## config.mk

```make
export PLATFORM = sky130hd
export DESIGN_NAME = divider_32bit_seq
export DESIGN_NICKNAME = d
export VERILOG_FILES = /design/src/rtl/divider_32bit_seq.sv
export SDC_FILE = /design/constraint.sdc
export NUM_CORES = 1
export LEC_CHECK = 0
export CORE_MARGIN = 4
export CORE_UTILIZATION = 30
export CTS_CLUSTER_SIZE = 24
export DETAILED_ROUTE_END_ITERATION = 10
export PLACE_DENSITY = 0.49
export SYNTH_ARGS = -nofsm -noshare
export SYNTH_HDL_FRONTEND = slang
export SYNTH_SLANG_ARGS = --single-unit
```

## constraint.sdc

```tcl
create_clock -name clk -period 2.9 [get_ports clk]
set_input_delay 0.29 -clock clk [delete_from_list [all_inputs] [get_ports clk]]
set_output_delay 0.29 -clock clk [all_outputs]
set_load 0.02 [all_outputs]
```

## src/rtl/divider_32bit_seq.sv

```systemverilog
// Iterative unsigned restoring divider: Q = A / B, R = A % B, one quotient bit
// per cycle, valid/ready on both sides, one operation in flight.

module divider_32bit_seq_step #(
  parameter int WIDTH = 32
) (
  input  logic [WIDTH-1:0] rem,
  input  logic [WIDTH-1:0] quo,
  input  logic [WIDTH-1:0] dvs,
  output logic [WIDTH-1:0] rem_nxt,
  output logic [WIDTH-1:0] quo_nxt
);
  logic [WIDTH:0] srem;
  logic [WIDTH:0] diff;

  // Trial subtract as add of ~dvs with carry-in; one extra bit so a divisor
  // with its MSB set cannot overflow. diff[WIDTH] is the borrow.
  assign srem = {rem, quo[WIDTH-1]};
  assign diff = srem + {1'b1, ~dvs} + {{WIDTH{1'b0}}, 1'b1};

  always_comb begin
    rem_nxt = srem[WIDTH-1:0];
    quo_nxt = {quo[WIDTH-2:0], 1'b0};
    if (!diff[WIDTH]) begin
      rem_nxt    = diff[WIDTH-1:0];
      quo_nxt[0] = 1'b1;
    end
  end
endmodule

module divider_32bit_seq #(
  parameter int WIDTH = 32,
  parameter int CNT_W = 6
) (
  input  logic             clk,
  input  logic             rst_n,
  input  logic             in_valid,
  output logic             in_ready,
  input  logic [WIDTH-1:0] A,
  input  logic [WIDTH-1:0] B,
  output logic             out_valid,
  input  logic             out_ready,
  output logic [WIDTH-1:0] Q,
  output logic [WIDTH-1:0] R,
  output logic             DivZero
);
  typedef enum logic [1:0] {IDLE, RUN, DONE} state_t;

  state_t           state, state_nxt;
  logic [CNT_W-1:0] cnt;
  logic [WIDTH-1:0] quo, rem, dvs;
  logic [WIDTH-1:0] quo_nxt, rem_nxt;
  logic [WIDTH-1:0] q_r, r_r;
  logic             dz_r;
  logic             last;

  divider_32bit_seq_step #(.WIDTH(WIDTH)) u_step (
    .rem     (rem),
    .quo     (quo),
    .dvs     (dvs),
    .rem_nxt (rem_nxt),
    .quo_nxt (quo_nxt)
  );

  assign last      = (cnt == CNT_W'(1));
  assign in_ready  = (state == IDLE);
  assign out_valid = (state == DONE);
  assign Q         = q_r;
  assign R         = r_r;
  assign DivZero   = dz_r;

  always_comb begin
    state_nxt = state;
    case (state)
      IDLE:    if (in_valid) state_nxt = (B == '0) ? DONE : RUN;
      RUN:     if (last) state_nxt = DONE;
      DONE:    if (out_ready) state_nxt = IDLE;
      default: state_nxt = IDLE;
    endcase
  end

  // Results live in separate registers so they stay put through RUN and IDLE
  // while the working quo/rem registers iterate.
  always_ff @(posedge clk) begin
    if (!rst_n) begin
      state <= IDLE;
      cnt   <= '0;
      quo   <= '0;
      rem   <= '0;
      dvs   <= '0;
      q_r   <= '0;
      r_r   <= '0;
      dz_r  <= 1'b0;
    end else begin
      state <= state_nxt;
      case (state)
        IDLE: if (in_valid) begin
          quo  <= A;
          dvs  <= B;
          rem  <= '0;
          cnt  <= CNT_W'(WIDTH);
          dz_r <= 1'b0;
          if (B == '0) begin
            q_r  <= '1;
            r_r  <= A;
            dz_r <= 1'b1;
          end
        end
        RUN: begin
          quo <= quo_nxt;
          rem <= rem_nxt;
          cnt <= cnt - CNT_W'(1);
          if (last) begin
            q_r <= quo_nxt;
            r_r <= rem_nxt;
          end
        end
        default: ;
      endcase
    end
  end
endmodule

```

==> flow_summary.html, run 1 <==
<table>
<tr><th>Metric</th><th>Value</th></tr>
<tr><th colspan="2">Worst setup path</th></tr>
<tr><td>Crit-path max FO</td><td>7</td></tr>
<tr><td>Slack of the worst reg-to-reg path</td><td>-0.05 ns</td></tr>
<tr><td>Nature of the critical path startpoint</td><td>register</td></tr>
<tr><td>Largest stage delay on the critical path</td><td>0.43 ns</td></tr>
<tr><td>CP endpoint kind</td><td>register</td></tr>
<tr><td>Required time reported for the critical path endpoint</td><td>3.17 ns</td></tr>
<tr><td>Count of cells along the worst register-to-register path</td><td>12</td></tr>
<tr><td>Cells along the critical path</td><td>ha_1 &gt; a21o_1 &gt; a21o_1 &gt; or3b_4 &gt; o31ai_2 &gt; buf_4 &gt; a21oi_4 &gt; buf_12 &gt; clkbuf_16 &gt; buf_4 &gt; a211oi_4 &gt; nor3_1</td></tr>
<tr><td>RR Startpoint</td><td>rem[28]</td></tr>
<tr><td>Critical path class</td><td>register to register</td></tr>
<tr><td>Signal arrival time at the worst endpoint</td><td>3.22 ns</td></tr>
<tr><td>FF-to-FF End</td><td>rem[13]</td></tr>
<tr><td>Critical-path top delay cell</td><td>sky130_fd_sc_hd__dfxtp_1</td></tr>
<tr><th colspan="2">Worst hold path</th></tr>
<tr><td>Class of the tightest hold or removal check</td><td>input pin to register</td></tr>
<tr><td>Hold depth</td><td>3</td></tr>
<tr><td>Beginning of the worst hold path</td><td>rst_n</td></tr>
<tr><td>Worst hold path endpoint</td><td>rem[18]</td></tr>
<tr><th colspan="2">STA</th></tr>
<tr><td>Final clock period utilization by the worst path</td><td>1.016</td></tr>
<tr><td>Worst-Margin Slew</td><td>0.9911 ns</td></tr>
<tr><td>Pins over their slew limit</td><td>0</td></tr>
<tr><td>Time the final worst path needs with I/O delays and setup</td><td>2.948 ns</td></tr>
<tr><td>Fmax</td><td>339.3 MHz</td></tr>
<tr><td>Setup clock skew after layout</td><td>0.02001 ns</td></tr>
<tr><td>Smallest setup slack after layout</td><td>-0.04754 ns</td></tr>
<tr><td>RSZ-0062 raised after global routing</td><td>true</td></tr>
<tr><td>Slew margin rel.</td><td>0.3393</td></tr>
<tr><td>Total count of hold-check failures in the final report</td><td>0</td></tr>
<tr><td>Final setup violation count</td><td>4</td></tr>
<tr><th colspan="2">Yosys</th></tr>
<tr><td>Register bit total from synthesis</td><td>169</td></tr>
<tr><td>Share of async-settable or async-resettable flops after synthesis</td><td>0</td></tr>
<tr><td>Largest area contributor in the netlist</td><td>sky130_fd_sc_hd__dfxtp_1</td></tr>
<tr><td>Area share of the leading cell type in the synthesized netlist</td><td>0.3876</td></tr>
<tr><td>Post-synthesis net count</td><td>1259</td></tr>
<tr><td>Average cell area after synthesis</td><td>7.552 um2</td></tr>
<tr><td>Number of unique standard cell types used by synthesis</td><td>63</td></tr>
<tr><td>Warnings from Yosys</td><td>0</td></tr>
<tr><td>Primary FF master, synth</td><td>sky130_fd_sc_hd__dfxtp_1</td></tr>
<tr><td>Sequential cell area fraction in the yosys report</td><td>0.3876</td></tr>
<tr><td>Main area contributors after synthesis</td><td>sky130_fd_sc_hd__dfxtp_1 (39%), sky130_fd_sc_hd__nand2_1 (8.6%), sky130_fd_sc_hd__a21oi_1 (6.1%), sky130_fd_sc_hd__ha_1 (4.9%), sky130_fd_sc_hd__nor3_1 (4.3%)</td></tr>
<tr><td>Post-Synthesis Cells</td><td>1156</td></tr>
<tr><td>Number of enable-type register cells in the synthesized netlist</td><td>0</td></tr>
<tr><td>Area of the mapped netlist</td><td>0.008730 mm2</td></tr>
<tr><th colspan="2">Outcome</th></tr>
<tr><td>Result of the run</td><td>finished with violations</td></tr>
<tr><td>Violations in the final reports</td><td>negative setup slack</td></tr>
<tr><th colspan="2">Detailed routing</th></tr>
<tr><td>Initial drt markers</td><td>699</td></tr>
<tr><td>TritonRoute pass-1 iters</td><td>5</td></tr>
<tr><td>Vias per Instance</td><td>5.011</td></tr>
<tr><td>Total Routed Length</td><td>30040 um</td></tr>
<tr><td>Antenna-violating nets left</td><td>0</td></tr>
<tr><td>Total vias in the final route</td><td>8814</td></tr>
<tr><td>DR DRC count</td><td>0</td></tr>
<tr><td>Routed length per placed instance</td><td>17.08 um</td></tr>
<tr><th colspan="2">Die</th></tr>
<tr><td>Number of primary I/O pins</td><td>135</td></tr>
<tr><td>Vertical extent of the die</td><td>178.6 um</td></tr>
<tr><td>Total Die Area</td><td>0.03189 mm2</td></tr>
<tr><td>Effective utilization at floorplan</td><td>0.3041</td></tr>
<tr><td>FP Rows</td><td>62</td></tr>
<tr><td>Die Width</td><td>178.6 um</td></tr>
<tr><td>Standard cell core area</td><td>0.02870 mm2</td></tr>
<tr><th colspan="2">Layout</th></tr>
<tr><td>Most frequent standard cell in the layout excluding fill and tap cells</td><td>sky130_fd_sc_hd__nand2_1</td></tr>
<tr><td>Total inserted antenna cells</td><td>0</td></tr>
<tr><td>Fill cell count</td><td>2986</td></tr>
<tr><td>Area taken by multi-input logic gates</td><td>0.005365 mm2</td></tr>
<tr><td>Core occupancy in the finished layout</td><td>0.4337</td></tr>
<tr><td>Area taken by flip-flops and latches</td><td>0.003392 mm2</td></tr>
<tr><td>Number of nets at the end of the flow</td><td>1465</td></tr>
<tr><td>Layout cell share with drive strength beyond 1</td><td>0.1964</td></tr>
<tr><td>Relative area change from synthesis to final layout</td><td>42.58%</td></tr>
<tr><td>Most frequent cells in the layout</td><td>sky130_fd_sc_hd__nand2_1 (197), sky130_fd_sc_hd__dfxtp_1 (162), sky130_fd_sc_hd__clkdlybuf4s50_1 (133), sky130_fd_sc_hd__buf_4 (121), sky130_fd_sc_hd__a21oi_1 (79)</td></tr>
<tr><th colspan="2">Placed design</th></tr>
<tr><td>Quantity of I/O buffers inserted on ports</td><td>134</td></tr>
<tr><td>Global placer's final weighted congestion</td><td>0.8519</td></tr>
<tr><td>HPWL after detailed placement</td><td>21470 um</td></tr>
<tr><td>Post-place setup slack</td><td>-0.6864 ns</td></tr>
<tr><th colspan="2">Global routing</th></tr>
<tr><td>Gr ovfl total</td><td>0</td></tr>
<tr><td>Total track usage</td><td>0.1823</td></tr>
<tr><td>Vias in the first global route</td><td>8295</td></tr>
<tr><td>Number of antenna violations at the first check in global routing</td><td>0</td></tr>
<tr><td>Largest net degree at the start of global routing</td><td>85</td></tr>
<tr><td>Global-route wire length before repair</td><td>45950 um</td></tr>
<tr><th colspan="2">CTS</th></tr>
<tr><td>Clock transition time at the flip-flop clock pins of the worst setup and hold paths</td><td>0.07 ns</td></tr>
<tr><td>Worst skew pair latency</td><td>0.43 ns</td></tr>
<tr><td>H-tree levels</td><td>4</td></tr>
<tr><td>CTS tree</td><td>yes</td></tr>
<tr><td>Total clock sinks</td><td>169</td></tr>
<tr><td>Root Buffer Master</td><td>sky130_fd_sc_hd__clkbuf_16</td></tr>
<tr><td>Largest buffer count on any clock path</td><td>2</td></tr>
<tr><td>Total CTS buffers</td><td>17</td></tr>
<tr><th colspan="2">Run</th></tr>
<tr><td>Number of violations of the max-capacitance limit</td><td>0</td></tr>
</table>
cells by family (layout without fill, tap and decap cells):
kind of cell / count (synthesis) / count (layout) / share of synthesized area
adders and majority gates: 35 / 35 / 0.05103
DFF: 169 / 169 / 0.3876
AOI/OAI and AO/OA: 340 / 340 / 0.2372
muxes: 6 / 6 / 0.006880
xor gates and xnor gates: 32 / 32 / 0.03211
buffers and inverters: 125 / 344 / 0.05747
and+or+nand+nor: 449 / 449 / 0.2277
stage by stage:
stage	hold slack, ns	area, um2	TNS (ns)	cells
finish	0.2381	12450	-0.1197	1759
floorplan	0.4260	8730	0	1156
CTS	0.2196	11880	-0.001179	1747
global route	0.2272	12450	-2.426	1759
detailed placement	0.4482	11200	-38.91	1713
global placement	0.4441	11200	-36.29	1713
cell type report:
| cell class | instances | area share |
|---|---|---|
| Clock buffer | 18 | 0.03528 |
| Clock inverter | 14 | 0.01166 |
| Inverter | 43 | 0.01297 |
| Multi-Input combinational cell | 862 | 0.4310 |
| Sequential cell | 169 | 0.2725 |
| Tap cell | 384 | 0.03860 |
| Timing Repair Buffer | 269 | 0.1979 |
layer usage:
layer	up-vias	wire (um)	GRT usage
li1	4502	-	-
met1	4080	15340	0.2755
met2	212	13060	0.2750
met3	20	1237	0.02395
met4	0	400	0.04157
met5	-	0	0
synth_stat cells (3+ instances only):
cell and n:
sky130_fd_sc_hd__o21ai_0 73, sky130_fd_sc_hd__nor2b_1 7, sky130_fd_sc_hd__nor2_1 81, sky130_fd_sc_hd__ha_1 34
sky130_fd_sc_hd__a32o_1 4, sky130_fd_sc_hd__o21bai_1 4, sky130_fd_sc_hd__buf_2 5, sky130_fd_sc_hd__nand3_1 32
sky130_fd_sc_hd__o221ai_1 10, sky130_fd_sc_hd__inv_1 42, sky130_fd_sc_hd__and3_1 7, sky130_fd_sc_hd__xnor2_1 23
sky130_fd_sc_hd__a21o_1 14, sky130_fd_sc_hd__and2_1 3, sky130_fd_sc_hd__a211oi_1 10, sky130_fd_sc_hd__or3_1 8
sky130_fd_sc_hd__o211ai_1 8, sky130_fd_sc_hd__nor4_1 11, sky130_fd_sc_hd__o31ai_1 6, sky130_fd_sc_hd__a31oi_1 41
sky130_fd_sc_hd__dfxtp_1 169, sky130_fd_sc_hd__xor2_1 9, sky130_fd_sc_hd__mux2i_1 6, sky130_fd_sc_hd__buf_1 8
sky130_fd_sc_hd__o21ai_1 24, sky130_fd_sc_hd__clkbuf_1 63, sky130_fd_sc_hd__a21boi_1 6, sky130_fd_sc_hd__a311oi_1 5
sky130_fd_sc_hd__o21a_1 4, sky130_fd_sc_hd__a21oi_1 107, sky130_fd_sc_hd__nor3_1 75, sky130_fd_sc_hd__nand2_1 201
sky130_fd_sc_hd__nand2b_1 11, sky130_fd_sc_hd__nor3b_1 4, sky130_fd_sc_hd__a211o_1 5, sky130_fd_sc_hd__buf_4 5
repair_timing:
action	4_1_cts	5_1_grt
hold buffers	0	0
buffers inserted	2	11
gates cloned	0	2
endpoints found under the setup margin	84	58
pin swaps	7	26
resized for setup	18	96
worst max-delay path by stage:
stage            start      end  slack, ns  depth (start not counted)
2_1_floorplan  quo[31]    R[26]       0.06                         12
3_3_place_gp     B[31]    R[23]      -0.65                          9
3_5_place_dp     B[31]    R[10]      -0.69                          9
4_1_cts        quo[31]    R[26]     -0.001                         12
5_1_grt        dvs[29]  rem[13]      -0.15                         13
6_report       rem[28]  rem[13]      -0.05                         12
flip-flops by register name, summed over array words and instances, names as in the netlist:
register / count
R: 32
DivZero: 1
rem: 32
cnt: 6
Q: 32
state: 2
dvs: 32
quo: 32
worst max-delay path, delay by kind of cell, from the launching register on:
kind,cells,cell delay [ns]
buffers and inverters,4,0.63
adders and majority gates,1,0.28
DFF,1,0.43
and+or+nand+nor,2,0.47
AOI/OAI and AO/OA,5,0.99
Power of run 1 is not shown: default switching activity piles up to over one toggle a cycle in this logic, so the estimate is an artifact.
==> inputs of run 2 (changes only) <==
PLACE_DENSITY = 0.48   (was 0.49)
SLEW_MARGIN = 10   (was not set)
clock period = 3 ns   (was 2.9 ns; I/O delays follow)
==> run 2 against run 1 <==
Against the previous run:
- the flow now finishes without violations
- clock skew is 0.0051 ns lower
- largest cell class unchanged
- design area is 3.0% lower
- setup slack better by 0.14 ns
- critical endpoint unchanged
- sequential cell count stayed put
- critical path type unchanged
- highest routed layer unchanged
==> flow_summary.html, run 2 (same netlist as run 1, synthesis figures left out) <==
<table>
<tr><th>Metric</th><th>Value</th></tr>
<tr><th colspan="2">Worst setup path</th></tr>
<tr><td>CP endpoint kind</td><td>register</td></tr>
<tr><td>Count of cells along the worst register-to-register path</td><td>13 (+1)</td></tr>
<tr><td>Required time reported for the critical path endpoint</td><td>3.27 ns (+0.10 ns)</td></tr>
<tr><td>Signal arrival time at the worst endpoint</td><td>3.18 ns (-0.04 ns)</td></tr>
<tr><td>Crit-path max FO</td><td>12 (+5)</td></tr>
<tr><td>Slack of the worst reg-to-reg path</td><td>0.09 ns (+0.14 ns)</td></tr>
<tr><td>FF-to-FF End</td><td>rem[13]</td></tr>
<tr><td>Nature of the critical path startpoint</td><td>register</td></tr>
<tr><td>Critical path class</td><td>register to register</td></tr>
<tr><td>RR Startpoint</td><td>dvs[29]</td></tr>
<tr><th colspan="2">Detailed routing</th></tr>
<tr><td>TritonRoute pass-1 iters</td><td>5 (unchanged)</td></tr>
<tr><td>Antenna-violating nets left</td><td>0 (unchanged)</td></tr>
<tr><td>Total Routed Length</td><td>29700 um (-1.1%)</td></tr>
<tr><td>Vias per Instance</td><td>5.053 (+0.84%)</td></tr>
<tr><td>Routed length per placed instance</td><td>17.19 um (+0.63%)</td></tr>
<tr><td>DR DRC count</td><td>0 (unchanged)</td></tr>
<tr><td>Total vias in the final route</td><td>8731 (-0.94%)</td></tr>
<tr><td>Initial drt markers</td><td>645 (-7.7%)</td></tr>
<tr><th colspan="2">Die</th></tr>
<tr><td>Standard cell core area</td><td>0.02870 mm2 (unchanged)</td></tr>
<tr><td>Die Width</td><td>178.6 um (unchanged)</td></tr>
<tr><td>Number of primary I/O pins</td><td>135 (unchanged)</td></tr>
<tr><td>Effective utilization at floorplan</td><td>0.3041 (unchanged)</td></tr>
<tr><td>Vertical extent of the die</td><td>178.6 um (unchanged)</td></tr>
<tr><td>FP Rows</td><td>62 (unchanged)</td></tr>
<tr><td>Total Die Area</td><td>0.03189 mm2 (unchanged)</td></tr>
<tr><th colspan="2">STA</th></tr>
<tr><td>Worst-Margin Slew</td><td>1.002 ns (+0.01105 ns)</td></tr>
<tr><td>Final clock period utilization by the worst path</td><td>0.9690 (-0.04738)</td></tr>
<tr><td>Time the final worst path needs with I/O delays and setup</td><td>2.907 ns (-0.04050 ns)</td></tr>
<tr><td>Fmax</td><td>344.0 MHz (+1.4%)</td></tr>
<tr><td>Slew margin rel.</td><td>0.3319 (-0.007367)</td></tr>
<tr><td>Final setup violation count</td><td>0 (-4)</td></tr>
<tr><td>Total count of hold-check failures in the final report</td><td>0 (unchanged)</td></tr>
<tr><td>Pins over their slew limit</td><td>0 (unchanged)</td></tr>
<tr><td>RSZ-0062 raised after global routing</td><td>true</td></tr>
<tr><td>Final Hold Slack</td><td>0.3577 ns (+0.1196 ns)</td></tr>
<tr><td>Setup clock skew after layout</td><td>0.01496 ns (-0.005057 ns)</td></tr>
<tr><th colspan="2">CTS</th></tr>
<tr><td>Clock transition time at the flip-flop clock pins of the worst setup and hold paths</td><td>0.08 ns (about the same)</td></tr>
<tr><td># hold bufs at CTS</td><td>0 (unchanged)</td></tr>
<tr><td>Worst skew pair latency</td><td>0.44 ns (about the same)</td></tr>
<tr><td>Largest buffer count on any clock path</td><td>2 (unchanged)</td></tr>
<tr><td>H-tree levels</td><td>4 (unchanged)</td></tr>
<tr><td>CTS tree</td><td>yes</td></tr>
<tr><td>Total CTS buffers</td><td>17 (unchanged)</td></tr>
<tr><td>Root Buffer Master</td><td>sky130_fd_sc_hd__clkbuf_16</td></tr>
<tr><td>Total clock sinks</td><td>169 (unchanged)</td></tr>
<tr><th colspan="2">Global routing</th></tr>
<tr><td>Global-route wire length before repair</td><td>45600 um (-0.77%)</td></tr>
<tr><td>Vias in the first global route</td><td>8245 (-0.60%)</td></tr>
<tr><td>Number of antenna violations at the first check in global routing</td><td>0 (unchanged)</td></tr>
<tr><td>Largest net degree at the start of global routing</td><td>132 (+55%)</td></tr>
<tr><td>Total track usage</td><td>0.1811 (-0.001153)</td></tr>
<tr><td>Gr ovfl total</td><td>0 (unchanged)</td></tr>
<tr><th colspan="2">Layout</th></tr>
<tr><td>Area taken by multi-input logic gates</td><td>0.005174 mm2 (-3.6%)</td></tr>
<tr><td>Most frequent cells in the layout</td><td>sky130_fd_sc_hd__nand2_1 (200), sky130_fd_sc_hd__dfxtp_1 (162), sky130_fd_sc_hd__clkdlybuf4s50_1 (133), sky130_fd_sc_hd__a21oi_1 (92), sky130_fd_sc_hd__buf_4 (92)</td></tr>
<tr><td>Core occupancy in the finished layout</td><td>0.4205 (-0.01317)</td></tr>
<tr><td>Relative area change from synthesis to final layout</td><td>38.25%</td></tr>
<tr><td>Total inserted antenna cells</td><td>0 (unchanged)</td></tr>
<tr><td>Number of nets at the end of the flow</td><td>1434 (-2.1%)</td></tr>
<tr><td>Fill cell count</td><td>2993 (+0.23%)</td></tr>
<tr><td>Most frequent standard cell in the layout excluding fill and tap cells</td><td>sky130_fd_sc_hd__nand2_1</td></tr>
<tr><td>Layout cell share with drive strength beyond 1</td><td>0.1570 (-0.03937)</td></tr>
<tr><td>Area taken by flip-flops and latches</td><td>0.003392 mm2 (unchanged)</td></tr>
<tr><th colspan="2">Worst hold path</th></tr>
<tr><td>Hold depth</td><td>4 (+1)</td></tr>
<tr><td>Worst hold path endpoint</td><td>quo[17]</td></tr>
<tr><td>Beginning of the worst hold path</td><td>rst_n</td></tr>
<tr><td>Class of the tightest hold or removal check</td><td>input pin to register</td></tr>
<tr><th colspan="2">Run</th></tr>
<tr><td>Number of violations of the max-capacitance limit</td><td>0 (unchanged)</td></tr>
<tr><th colspan="2">Placed design</th></tr>
<tr><td>Quantity of I/O buffers inserted on ports</td><td>134 (unchanged)</td></tr>
<tr><td>HPWL after detailed placement</td><td>21370 um (-0.44%)</td></tr>
<tr><td>Global placer's final weighted congestion</td><td>0.8636 (+1.4%)</td></tr>
<tr><th colspan="2">Pwr</th></tr>
<tr><td>Maximum resistive drop on vdd</td><td>0.0009427 V</td></tr>
<tr><td>Leak pwr</td><td>4.543 nW</td></tr>
<tr><td>Pwr dens</td><td>1544 mW/mm2</td></tr>
<tr><td>Design Power</td><td>18.64 mW</td></tr>
<tr><th colspan="2">Outcome</th></tr>
<tr><td>Result of the run</td><td>finished clean</td></tr>
</table>
==> run 2: cell types whose count changed in the layout (fill, tap and decap cells not counted), sizes merged <==
| cell | delta |
|---|---|
| buf | -32 |
| clkbuf | +1 |
| clkinv | +3 |
| clkinvlp | -1 |
| inv | -2 |
==> run 2: routing by layer <==
| metal | wire [um] | track usage | part of all wire |
|---|---|---|---|
| met2 | 12930 | 0.2725 | 0.44 |
| met5 | 0 | 0 | 0 |
| met4 | 291 | 0.03102 | 0.0098 |
| met1 | 15080 | 0.2736 | 0.51 |
| met3 | 1393 | 0.03179 | 0.047 |
==> run 2: worst max-delay path by stage <==
stage | start | endpoint | slack, ns | cells after the start
6_report | dvs[29] | rem[13] | 0.09 | 13
5_1_grt | quo[31] | rem[13] | -0.05 | 15
4_1_cts | rem[8] | R[27] | 0.009 | 12
3_5_place_dp | B[31] | Q[16] | -0.32 | 10
3_3_place_gp | B[31] | Q[4] | -0.30 | 10
2_1_floorplan | quo[31] | R[26] | 0.16 | 12
==> run 2: area by class of cell <==
class / count / area share
multi-input combinational: 862 / 0.4287
sequential: 169 / 0.2810
timing repair buffer: 238 / 0.1880
tap: 384 / 0.03981
clock buffer: 18 / 0.03639
inverter: 43 / 0.01337
clock inverter: 14 / 0.01275
==> run 2: report_power, final <==
part           internal [mW]  total [mW]  switching (mW)
combinational           6.12        13.0            6.91
clock                   1.14        2.23            1.09
sequential              2.85        3.38           0.530
==> run 2: repair_timing <==
action,4_1_cts,5_1_grt
gates resized for setup,14,52
pin swaps,3,19
buffers inserted,1,5
setup endpoints to repair,40,57
cloned,0,2
==> run 2: stage by stage <==
step | setup TNS [ns] | cells | area (um2) | setup WS [ns]
2_1_floorplan | 0 | 1156 | 8730 | 0.1625
3_3_place_gp | -12.20 | 1689 | 11050 | -0.3030
3_5_place_dp | -13.07 | 1689 | 11050 | -0.3234
4_1_cts | 0 | 1722 | 11730 | 0.008904
5_1_grt | -0.2584 | 1728 | 12070 | -0.04811
6_report | 0 | 1728 | 12070 | 0.09296
==> run 2: critical path: stages (launching register included) <==
cell,delay (ns)
sky130_fd_sc_hd__dfxtp_1,0.34
sky130_fd_sc_hd__inv_1,0.04
sky130_fd_sc_hd__ha_1,0.28
sky130_fd_sc_hd__a21o_1,0.22
sky130_fd_sc_hd__a21o_1,0.21
sky130_fd_sc_hd__or3b_4,0.39
sky130_fd_sc_hd__o31ai_2,0.34
sky130_fd_sc_hd__a21oi_4,0.06
sky130_fd_sc_hd__buf_12,0.15
sky130_fd_sc_hd__buf_12,0.12
sky130_fd_sc_hd__clkbuf_16,0.16
sky130_fd_sc_hd__a211oi_2,0.22
sky130_fd_sc_hd__buf_4,0.14
sky130_fd_sc_hd__nor3_1,0.04
(Power assumes the default switching activity.)
